File: src/rtl/md_pkg.sv
// Shared op codes, default sizes and constants for the HI/LO multiply/divide unit.
package md_pkg;

  localparam int MD_WIDTH = 32;
  localparam int MD_ITER  = 32;

  localparam logic [2:0] MD_NONE  = 3'd0;
  localparam logic [2:0] MD_MULT  = 3'd1;
  localparam logic [2:0] MD_MULTU = 3'd2;
  localparam logic [2:0] MD_DIV   = 3'd3;
  localparam logic [2:0] MD_DIVU  = 3'd4;
  localparam logic [2:0] MD_MTHI  = 3'd5;
  localparam logic [2:0] MD_MTLO  = 3'd6;

  localparam logic [31:0] MD_DIV0_LO = 32'hFFFF_FFFF;

  typedef enum logic {
    ST_IDLE,
    ST_RUN
  } md_state_e;

endpackage

File: src/rtl/md_iter_core.sv
// Unsigned radix-2 datapath: shift-add multiply or restoring divide, one step per enabled edge.
module md_iter_core #(
  parameter int WIDTH = 32,
  parameter int ITER  = 32
) (
  input  logic               clk,
  input  logic               rst,
  input  logic               start,
  input  logic               step,
  input  logic               is_div,
  input  logic [WIDTH-1:0]   mag_a,
  input  logic [WIDTH-1:0]   mag_b,
  output logic [2*WIDTH-1:0] result,
  output logic               last_step
);

  localparam int CW = (ITER > 1) ? $clog2(ITER) : 1;

  logic [2*WIDTH-1:0] acc_q, acc_d;
  logic [WIDTH-1:0]   opb_q, opb_d;
  logic               div_q, div_d;
  logic [CW-1:0]      cnt_q, cnt_d;

  logic [WIDTH:0]     mul_sum;
  logic [WIDTH:0]     div_shift;
  logic [WIDTH+1:0]   div_diff;
  logic               div_ok;
  logic [WIDTH-1:0]   div_rem;

  // acc holds {partial product, multiplier} or {remainder, dividend/quotient};
  // result is the value acc takes after the current step.
  always_comb begin
    mul_sum   = {1'b0, acc_q[2*WIDTH-1:WIDTH]} + (acc_q[0] ? {1'b0, opb_q} : '0);
    div_shift = {acc_q[2*WIDTH-1:WIDTH], acc_q[WIDTH-1]};
    div_diff  = {1'b0, div_shift} - {2'b00, opb_q};
    div_ok    = ~div_diff[WIDTH+1];
    div_rem   = div_ok ? div_diff[WIDTH-1:0] : div_shift[WIDTH-1:0];
    if (div_q)
      result = {div_rem, acc_q[WIDTH-2:0], div_ok};
    else
      result = {mul_sum, acc_q[WIDTH-1:1]};
    last_step = (cnt_q == CW'(ITER - 1));
  end

  always_comb begin
    acc_d = acc_q;
    opb_d = opb_q;
    div_d = div_q;
    cnt_d = cnt_q;
    if (start) begin
      acc_d = {{WIDTH{1'b0}}, (is_div ? mag_a : mag_b)};
      opb_d = is_div ? mag_b : mag_a;
      div_d = is_div;
      cnt_d = '0;
    end else if (step) begin
      acc_d = result;
      cnt_d = cnt_q + 1'b1;
    end
  end

  always_ff @(posedge clk or posedge rst) begin
    if (rst) begin
      acc_q <= '0;
      opb_q <= '0;
      div_q <= 1'b0;
      cnt_q <= '0;
    end else begin
      acc_q <= acc_d;
      opb_q <= opb_d;
      div_q <= div_d;
      cnt_q <= cnt_d;
    end
  end

endmodule

File: src/rtl/hilo_muldiv_unit.sv
// Architectural HI/LO registers with an iterative signed/unsigned multiply/divide engine.
module hilo_muldiv_unit
  import md_pkg::*;
#(
  parameter int WIDTH = MD_WIDTH,
  parameter int ITER  = MD_ITER
) (
  input  logic             clk,
  input  logic             rst,
  input  logic             md_start,
  input  logic [2:0]       md_op,
  input  logic [WIDTH-1:0] srcA,
  input  logic [WIDTH-1:0] srcB,
  input  logic             flush,
  output logic [WIDTH-1:0] HI,
  output logic [WIDTH-1:0] LO,
  output logic             busy,
  output logic             done
);

  md_state_e state_q, state_d;

  logic [WIDTH-1:0] hi_q, hi_d, lo_q, lo_d;
  logic             done_q, done_d;
  logic             div_q, div_d;
  logic             neg_res_q, neg_res_d;
  logic             neg_rem_q, neg_rem_d;
  logic             div0_q, div0_d;

  logic             is_md, signed_op, div_op, accept, core_start, core_step, finish;
  logic             a_neg, b_neg, last_step;
  logic [WIDTH-1:0] mag_a, mag_b, quot, rem;
  logic [2*WIDTH-1:0] core_result, prod;

  always_comb begin
    is_md     = 1'b0;
    signed_op = 1'b0;
    div_op    = 1'b0;
    case (md_op)
      MD_MULT:  begin is_md = 1'b1; signed_op = 1'b1; end
      MD_MULTU: is_md = 1'b1;
      MD_DIV:   begin is_md = 1'b1; signed_op = 1'b1; div_op = 1'b1; end
      MD_DIVU:  begin is_md = 1'b1; div_op = 1'b1; end
      default:  ;
    endcase
    accept     = md_start && (state_q == ST_IDLE) && !flush;
    core_start = accept && is_md;
    core_step  = (state_q == ST_RUN) && !flush;
    finish     = core_step && last_step;
    a_neg      = signed_op && srcA[WIDTH-1];
    b_neg      = signed_op && srcB[WIDTH-1];
    mag_a      = a_neg ? -srcA : srcA;
    mag_b      = b_neg ? -srcB : srcB;
  end

  md_iter_core #(.WIDTH(WIDTH), .ITER(ITER)) u_core (
    .clk       (clk),
    .rst       (rst),
    .start     (core_start),
    .step      (core_step),
    .is_div    (div_op),
    .mag_a     (mag_a),
    .mag_b     (mag_b),
    .result    (core_result),
    .last_step (last_step)
  );

  always_ff @(posedge clk or posedge rst) begin
    if (rst) state_q <= ST_IDLE;
    else     state_q <= state_d;
  end

  always_comb begin
    state_d = state_q;
    case (state_q)
      ST_IDLE: if (core_start) state_d = ST_RUN;
      ST_RUN:  if (flush || last_step) state_d = ST_IDLE;
      default: state_d = ST_IDLE;
    endcase
  end

  always_comb begin
    busy = (state_q == ST_RUN);
    HI   = hi_q;
    LO   = lo_q;
    done = done_q;
  end

  // A zero divisor leaves the dividend magnitude in the remainder, so the usual
  // remainder sign fix-up already reproduces srcA for HI.
  always_comb begin
    prod = neg_res_q ? -core_result : core_result;
    quot = neg_res_q ? -core_result[WIDTH-1:0] : core_result[WIDTH-1:0];
    rem  = neg_rem_q ? -core_result[2*WIDTH-1:WIDTH] : core_result[2*WIDTH-1:WIDTH];

    hi_d      = hi_q;
    lo_d      = lo_q;
    done_d    = finish;
    div_d     = div_q;
    neg_res_d = neg_res_q;
    neg_rem_d = neg_rem_q;
    div0_d    = div0_q;

    if (finish) begin
      if (div_q) begin
        hi_d = rem;
        lo_d = div0_q ? WIDTH'(MD_DIV0_LO) : quot;
      end else begin
        hi_d = prod[2*WIDTH-1:WIDTH];
        lo_d = prod[WIDTH-1:0];
      end
    end else if (accept && md_op == MD_MTHI) begin
      hi_d = srcA;
    end else if (accept && md_op == MD_MTLO) begin
      lo_d = srcA;
    end

    if (core_start) begin
      div_d     = div_op;
      neg_res_d = a_neg ^ b_neg;
      neg_rem_d = div_op && a_neg;
      div0_d    = div_op && (srcB == '0);
    end
  end

  always_ff @(posedge clk or posedge rst) begin
    if (rst) begin
      hi_q      <= '0;
      lo_q      <= '0;
      done_q    <= 1'b0;
      div_q     <= 1'b0;
      neg_res_q <= 1'b0;
      neg_rem_q <= 1'b0;
      div0_q    <= 1'b0;
    end else begin
      hi_q      <= hi_d;
      lo_q      <= lo_d;
      done_q    <= done_d;
      div_q     <= div_d;
      neg_res_q <= neg_res_d;
      neg_rem_q <= neg_rem_d;
      div0_q    <= div0_d;
    end
  end

endmodule

File: config.mk
export PLATFORM = sky130hd
export DESIGN_NAME = hilo_muldiv_unit
export DESIGN_NICKNAME = d
export VERILOG_FILES = /design/src/rtl/md_pkg.sv /design/src/rtl/md_iter_core.sv /design/src/rtl/hilo_muldiv_unit.sv
export SDC_FILE = /design/constraint.sdc
export NUM_CORES = 1
export LEC_CHECK = 0
export ABC_AREA = 1
export CORE_MARGIN = 4
export CORE_UTILIZATION = 60
export DETAILED_ROUTE_END_ITERATION = 8
export DONT_BUFFER_PORTS = 1
export GPL_TIMING_DRIVEN = 0
export PLACE_DENSITY = 0.78
export SLEW_MARGIN = 20
export SYNTH_ARGS = -nofsm -noshare
export SYNTH_HDL_FRONTEND = slang
export SYNTH_SLANG_ARGS = --single-unit
File: constraint.sdc
create_clock -name clk -period 15.9 [get_ports clk]
set_clock_uncertainty 0.05 [all_clocks]
set_input_delay 3.18 -clock clk [delete_from_list [all_inputs] [get_ports clk]]
set_output_delay 3.18 -clock clk [all_outputs]
set_load 0.01 [all_outputs]
==> out/metrics.cfg <==
[floorplanning]
die_area_um2 = 32000
rows = 62
initial_core_util = 0.610
ios = 137
fp.coreArea_um2 = 28700
die_h_um = 179
die_w_um = 179

[drt]
dr.first_iter.drc_count = 3327
ant_nets = 0
drc = 0
first_pass_iters = 9
dr_total_vias = 21000
wl_um = 77000
wl_per_cell_um = 23.3
viasPerCell = 6.35

[critical_path]
crit_path_frequent_cell = nor3_1
worstPathArrival_ps = 6160
path_class = in -> reg
worst_setup_path_end_kind = register
worstPathCellList = inv_1, ha_1, nand2_1, nor3_1, nand2_1, nor3_1, nand4_1, nor3_1, nand3_1, nor2_1, nor2_1, xor2_1, a22oi_1, o221ai_1
cp-start-kind = input pin
critPathTopFamily = simple AND/OR/NAND/NOR gates
path_max_fanout = 4
cp_slowest_cell = nor3_1
cp.required_ps = 16180
cp.buffers_inverters = 1
slowest_delay_ps = 530

[grt]
grt_max_degree = 103
grt_pass1_vias = 19500
grt_pass1_wl_um = 114000
track_usage = 0.477
gr-total-overflow = 0
antenna_found_initial = 4

[sta]
tightest_slew_ps = 976
timing.final.ws_setup_ps = 10020
max_slew_margin = 0.349
slew_viol_final = 0
fmax_mhz = 170
rsz0062_at_grt = false
period_share = 0.370
finalSetupViolCount = 0
hold_viol_final = 0
fin_crit_ps = 5880
fin_tns_setup_ps = 0

[power_and_ir_drop]
p_leak_nw = 9.59
vdd_ir_drop_max_v = 0.000104
power.density_nw_per_um2 = 203
p_total_mw = 3.79

[clocking]
cts.repair.resized = 0
clock-sinks = 171
cts_buffer_depth = 2
clk_pin_slew_ps = 70
h-tree-depth = 4
post_cts_buffers = 0
cts-buffers-inserted = 17
root_buffer = clkbuf_16
cts_tree = yes
clk-insertion-delay-late_ps = 480
holdBufCountCts = 0

[logic_synthesis]
synth.top_cell.area_share = 0.245
synth.most_common_cell = nand2_1
synth_top_area_cell = dfrtp_1
yosysWarningCount = 0
synth_cells = 2888
ys_top_cells_by_area = dfrtp_1, nand2_1, inv_1, nor2_1, nand3_1
synth_edf_count = 0
synthArstFlopShare = 1.00
synth_commonest_cells = nand2_1, inv_1, nor2_1
ys_types = 61
syn_area_per_cell_um2 = 6.06
syn_nets = 3031
synth_area_um2 = 17500
seq_area_frac_synth = 0.245
synthFlopType = dfrtp_1
ys_seq_elements = 171

[cells_and_area]
fin_util = 0.649
seq_area_um2 = 4280
n_fill_cell = 2752
final_nets = 3052
area_growth_pct = 6.51
drive_gt1_frac = 0.0613
multi_input_area_um2 = 11100

[outcome]
status = completed

[worst_hold_path]
min_path_type = reg -> reg

[job]
max-cap-violations = 0

[placed_design]
gp_congestion = 1.08
dpl.hpwl_um = 62100
place_worst_setup_slack_ps = 9840
io_buffers = 0

-- placed cells by master, fill, tap and decap left out, types with 15 or more instances in the layout --
master,instances
nand2_1,934
inv_1,409
nor2_1,285
nand3_1,190
dfrtp_1,171
o21ai_0,138
a21oi_1,97
ha_1,70
clkbuf_1,59
xor2_1,58
nand4_1,49
o211ai_1,38
nor3_1,35
a31oi_1,32
o221ai_1,24
o21ai_1,22
nand3_2,20
nand2_2,20
nor2_2,19
a22oi_1,19
xnor2_1,17
clkbuf_16,17
buf_2,15
o21ai_2,15
inv_2,15
-- kinds of logic after synthesis --
logic type | synth area share
simple gates | 0.395
buf+inv | 0.119
compound gates | 0.151
flops | 0.245
xor+xnor | 0.0375
fa+ha+maj | 0.0523
mux | 0.000572
-- flip-flops by register name, summed over array words and instances, names as in the netlist, 5 cells and up --
register      flops
HI               32
LO               32
u_core.acc_q     64
u_core.cnt_q      5
u_core.opb_q     32
-- report_power, final --
part | switching, mW | total, mW | internal [mW]
sequential | 0.197 | 0.769 | 0.572
combinational | 1.81 | 2.56 | 0.757
clock | 0.220 | 0.457 | 0.237
total | 2.22 | 3.79 | 1.57
-- layout make-up --
class                      instances  share of cell area
inverter                         430              0.0870
antenna                            2            0.000269
clock buffer                      17              0.0228
timing repair buffer               2             0.00188
sequential                       171               0.230
buffer                            96              0.0250
tap                              384              0.0258
clock inverter                    15             0.00967
multi-input combinational       2191               0.598
-- worst paths after layout --
| check | startpoint | endpoint | slack (ps) | cells past startpoint |
|---|---|---|---|---|
| setup / recovery | srcA[0] | u_core.acc_q[22] | 10020 | 14 |
| hold / removal | u_core.cnt_q[3] | u_core.cnt_q[3] | 440 | 1 |
| setup reg to reg | u_core.acc_q[38] | HI[14] | 11050 | 29 |
| hold reg to reg | u_core.cnt_q[3] | u_core.cnt_q[3] | 440 | 1 |
| max in group asynchronous | rst | u_core.opb_q[13] | 12340 | 2 |
| min in group asynchronous | rst | HI[29] | 2540 | 1 |
-- worst register-to-register path, delay by kind of cell, from the launching register on --
kind	cells	cell delay, ps
flops	1	520
buf+inv	3	210
compound gates	1	110
simple gates	23	3100
fa+ha+maj	2	720
-- stage by stage --
| step | hold WS, ps | cell area, um2 | instances |
|---|---|---|---|
| after floorplan | 376 | 17500 | 2888 |
| after global placement | 398 | 18000 | 3272 |
| after detailed placement | 414 | 18000 | 3274 |
| after CTS | 424 | 18600 | 3306 |
| after global routing | 455 | 18600 | 3306 |
| final | 442 | 18600 | 3308 |
-- per-layer routing --
metal / wire, um / global-route usage / up-vias / part of all wire
li1: - / - / 9375 / -
met1: 27100 / 0.583 / 9558 / 0.35
met2: 32500 / 0.717 / 1664 / 0.42
met3: 10900 / 0.148 / 414 / 0.14
met4: 6560 / 0.328 / 4 / 0.085
met5: 28 / 0 / - / 0.00036
Power figures use the tool's default switching activity.
